[src/rtl/cpu_pkg.sv]
// Shared datapath types for the 16-bit core.
// Word and register-address widths plus the hardwired zero index.
package cpu_pkg;

  localparam int DATA_W     = 16;
  localparam int REG_ADDR_W = 4;
  localparam int REG_ZERO   = 0;

  typedef logic [DATA_W-1:0]     word_t;
  typedef logic [REG_ADDR_W-1:0] reg_addr_t;

endpackage

[src/rtl/regfile_if.sv]
// Register-file access bundle: one write port, two read ports.
// master drives we/wa/wd/ra1/ra2; slave returns rd1/rd2.
interface regfile_if
  import cpu_pkg::*;
#(
  parameter int n = DATA_W,
  parameter int r = REG_ADDR_W
);

  logic         we;
  logic [r-1:0] wa;
  logic [n-1:0] wd;
  logic [r-1:0] ra1;
  logic [r-1:0] ra2;
  logic [n-1:0] rd1;
  logic [n-1:0] rd2;

  modport master (
    output we, wa, wd, ra1, ra2,
    input  rd1, rd2
  );

  modport slave (
    input  we, wa, wd, ra1, ra2,
    output rd1, rd2
  );

endinterface

[src/rtl/regfile.sv]
// 2**r x n register file, r0 hardwired to zero, optional write bypass.
// Ports: clk, rst_n (async low), bus (regfile_if.slave).
module regfile
  import cpu_pkg::*;
#(
  parameter int n      = DATA_W,
  parameter int r      = REG_ADDR_W,
  parameter bit BYPASS = 1'b1
) (
  input logic      clk,
  input logic      rst_n,
  regfile_if.slave bus
);

  localparam int DEPTH = 2 ** r;

  logic [n-1:0] mem [DEPTH];
  logic         wr_ok;

  assign wr_ok = bus.we && (bus.wa != r'(REG_ZERO));

  always_ff @(posedge clk or negedge rst_n) begin
    if (!rst_n) begin
      for (int i = 0; i < DEPTH; i++) begin
        mem[i] <= '0;
      end
    end else if (wr_ok) begin
      mem[bus.wa] <= bus.wd;
    end
  end

  logic [r-1:0] ra [2];
  logic [n-1:0] rd [2];

  assign ra[0]   = bus.ra1;
  assign ra[1]   = bus.ra2;
  assign bus.rd1 = rd[0];
  assign bus.rd2 = rd[1];

  for (genvar p = 0; p < 2; p++) begin : g_rd
    logic hit;
    logic zero;

    // wr_ok already excludes r0, so a hit never forwards into r0
    assign hit  = BYPASS && rst_n && wr_ok
                  && (ra[p] == bus.wa);
    assign zero = !rst_n || (ra[p] == r'(REG_ZERO));

    always_comb begin
      rd[p] = mem[ra[p]];
      if (zero) begin
        rd[p] = '0;
      end else if (hit) begin
        rd[p] = bus.wd;
      end
    end
  end

endmodule

[src/flat_wrapper.sv]
// flat-port wrapper written by rule: the top's interface ports become plain ports
module regfile_flat import cpu_pkg::*;
#(
  parameter int n      = DATA_W,
  parameter int r      = REG_ADDR_W,
  parameter bit BYPASS = 1'b1
)
  (clk, rst_n, bus_we, bus_wa, bus_wd, bus_ra1, bus_ra2, bus_rd1, bus_rd2);
  regfile_if #(.n(n), .r(r)) bus_i ();
  input logic clk;
  input logic rst_n;
  input wire logic [$bits(bus_i.we)-1:0] bus_we;
  input wire logic [$bits(bus_i.wa)-1:0] bus_wa;
  input wire logic [$bits(bus_i.wd)-1:0] bus_wd;
  input wire logic [$bits(bus_i.ra1)-1:0] bus_ra1;
  input wire logic [$bits(bus_i.ra2)-1:0] bus_ra2;
  output wire logic [$bits(bus_i.rd1)-1:0] bus_rd1;
  output wire logic [$bits(bus_i.rd2)-1:0] bus_rd2;
  assign bus_i.we = bus_we;
  assign bus_i.wa = bus_wa;
  assign bus_i.wd = bus_wd;
  assign bus_i.ra1 = bus_ra1;
  assign bus_i.ra2 = bus_ra2;
  assign bus_rd1 = bus_i.rd1;
  assign bus_rd2 = bus_i.rd2;
  regfile #(.n(n), .r(r), .BYPASS(BYPASS)) u_core (.clk(clk), .rst_n(rst_n), .bus(bus_i));
endmodule
[config.mk]
export PLATFORM = sky130hd
export DESIGN_NAME = regfile_flat
export DESIGN_NICKNAME = d
export VERILOG_FILES = /design/src/rtl/cpu_pkg.sv /design/src/rtl/regfile_if.sv /design/src/rtl/regfile.sv /design/src/flat_wrapper.sv
export SDC_FILE = /design/constraint.sdc
export NUM_CORES = 1
export LEC_CHECK = 0
export BUFFER_PORTS_ARGS = -buffer_cell sky130_fd_sc_hd__buf_2
export CORE_UTILIZATION = 38
export CTS_CLUSTER_DIAMETER = 150
export DETAILED_ROUTE_END_ITERATION = 7
export HOLD_SLACK_MARGIN = 0.1
export PLACE_DENSITY_LB_ADDON = 0.3
export SLEW_MARGIN = 20
export SYNTH_ARGS = -nofsm -noshare
export SYNTH_HDL_FRONTEND = slang
export SYNTH_SLANG_ARGS = --single-unit
[constraint.sdc]
create_clock -name clk -period 1.72 [get_ports clk]
set_input_delay 0 -clock clk [delete_from_list [all_inputs] [get_ports clk]]
set_output_delay 0 -clock clk [all_outputs]
set_load 0.05 [all_outputs]
==> results_dict.tcl <==
set metrics [dict create \
    synth_ff_type "dfrtp_1" \
    ys_async_sr_fraction_pct 100.0 \
    yosysWarnings 0 \
    crit_required_ns 1.72 \
    grt_first_pass_wirelength_mm 59.87 \
    synth_edf_count 0 \
    r2r_setup_slack_ns 0.80 \
    hold_slack_ns 0.2262 \
    clkSlewWorstSetupHoldPaths_ns 0.06 \
    syn-instance-count 931 \
    max_freq_ghz 0.4442 \
    slew_headroom_pct 48.20 \
    first_global_vias 9472 \
    clockBufferDepth 3 \
    top_register "u_core.mem" \
    slew_violations 0 \
    finalClockSkew_ns 0 \
    multi_input_area_sq_mm 0.007323 \
    synth_top_area_share_pct 45.17 \
    clockRootBuffer "clkbuf_16" \
    clkLatencyLatePin_ns 0.55 \
    initial_core_util_pct 38.65 \
    num_rows 70 \
    fin_nets 1060 \
    synth_top_cell_by_area "dfrtp_1" \
    core-area_sq_mm 0.03670 \
    rsz0062_at_grt "true" \
    largestRegisters "u_core.mem x256" \
    fill_cells 3203 \
    vias 8907 \
    final_common_cell "dfrtp_1" \
    drt_iter0_markers 588 \
    synth_area_leaders "dfrtp_1 45%, mux4_2 19%, mux2_1 18%, mux2i_1 2.5%, a32o_1 2.1%" \
    hold_class "in -> reg" \
    wl_per_cell_microns 25.42 \
    synth.avg_cell_area_sq_um 15.23 \
    worstSetupStartpointType "flip-flop" \
    fin_ws_ns -0.5313 \
    firstDrtPassIters 4 \
    syn_nets 962 \
    finalHoldViolations 0 \
    max-cap-violations 0 \
    cts_sinks 256 \
    total_power_mw 19.29 \
    synth-seq-cells 256 \
    cp_max_fo 3 \
    seq_area_sq_mm 0.006406 \
    setup.worst_path.end_class "output pin" \
    hpwlAfterDp_mm 25.87 \
    cts_tree "built" \
    port_buffers 62 \
    layout-drive-gt1-share_pct 38.73 \
    die_w_microns 195.2 \
    antenna_found_initial 3 \
    die_h_microns 195.2 \
    die_area_sq_mm 0.03810 \
    post-route-drc-count 0 \
    setup_viol 32 \
    powerDensity_mw_per_mm2 1124 \
    timing.final.crit_share_pct 130.9 \
    largest_reg_flops 256 \
    violations "setup timing" \
    fin_crit_ns 2.251 \
    synth_cell_types 31 \
    grt_max_degree 134 \
    ys_seq_area_share_pct 45.17 \
    grt_overflow 0 \
    avgViaCountPerCell 5.860 \
    p_leak_nw 7.441 \
    area_growth_pct 20.99 \
    layout_common_cells "256 x dfrtp_1, 221 x mux2_1, 126 x mux4_2, 74 x buf_4, 31 x nand2_1" \
    track_usage_pct 20.98 \
    worstSetupPathType "reg -> out" \
    routed_wl_mm 38.64 \
    ir_drop_uv 762.9 \
    ios 63 \
    place.gp.congestion 0.8461 \
    ant_nets 0 \
    tightest_slew_ns 0.7769 \
    arrival_ns 2.25 \
    numCtsBuffers 28 \
    h-tree-depth 1 \
    syn_area_sq_mm 0.01418 \
    status "complete, but fails checks" \
]
## cell usage after synthesis (4+ instances only)
master	n
a211o_1	30
a32o_1	30
buf_2	45
buf_4	13
clkbuf_1	42
dfrtp_1	256
mux2_1	221
mux2_2	19
mux2i_1	36
mux4_1	8
mux4_2	120
nand2_1	31
nand3b_1	4
nor2_1	5
nor2_2	4
nor2b_1	31
or2_1	4
xor2_1	8
## path summary, 6_finish.rpt
check / to / depth (start not counted) / startpoint
max: bus_rd2[5] / 5 / u_core.mem[149]
min: u_core.mem[120] / 5 / bus_wa[1]
max reg2reg: u_core.mem[118] / 2 / u_core.mem[118]
min reg2reg: u_core.mem[252] / 0 / u_core.mem[252]
max in group asynchronous: u_core.mem[0] / 4 / rst_n
min in group asynchronous: u_core.mem[204] / 3 / rst_n
## worst max-delay path: stages, from the launching register on
cell	delay, ns
dfrtp_1	0.39
mux4_2	0.46
nor2b_1	0.14
a211o_1	0.23
a32o_2	0.31
buf_12	0.16
## logic make-up after synthesis
kind of cell	count (synthesis)	share of synthesized area, %
simple gates	87	3.326
buf+inv	109	4.173
mux	404	42.14
compound gates	67	4.702
flops	256	45.17
xor+xnor	8	0.4941
## metal layers
metal / routed length [microns] / share of wire (%) / vias up / track usage, %
li1: - / - / 3792 / -
met5: 18 / 0.047 / - / 0
met3: 2163 / 5.6 / 73 / 3.748
met1: 16900 / 44 / 4757 / 29.63
met2: 18690 / 48 / 281 / 33.48
met4: 869 / 2.2 / 4 / 5.308
## layout make-up
class	count	area share [%]
clock buffer	47	5.148
tap	468	3.413
timing repair buffer	177	10.97
antenna	1	0.01458
sequential	256	37.33
multi-input combinational	566	42.68
clock inverter	5	0.4375
## through the flow
| step | util (%) | cells | setup TNS (ns) | cell area (sq um) | setup WS (ns) |
|---|---|---|---|---|---|
| floorplan | - | 931 | 0 | 14180 | 0.06035 |
| global placement | 42.50 | 1444 | -1.231 | 15600 | -0.09636 |
| detailed placement | 42.50 | 1444 | -1.374 | 15600 | -0.09605 |
| CTS | 46.65 | 1518 | -16.15 | 17120 | -0.5654 |
| global route | 46.75 | 1519 | -17.38 | 17160 | -0.6010 |
| finish | 46.76 | 1520 | -15.30 | 17160 | -0.5313 |
## where the power goes
| part | total [mW] | internal [mW] | switching (mW) |
|---|---|---|---|
| logic | 4.77 | 2.78 | 1.99 |
| registers | 8.27 | 7.35 | 0.922 |
| clock network | 6.25 | 3.77 | 2.48 |
| total | 19.3 | 13.9 | 5.39 |
## repair_timing
item / CTS / global route
setup buffers: 4 / 1
gates resized for setup: 128 / 5
endpoints found under the hold margin: 465 / 0
cloned: 0 / 0
hold buffers: 18 / 0
setup endpoints to repair: 32 / 32
pin swaps: 62 / 11
Note: power is estimated with default switching activity, not from simulation.
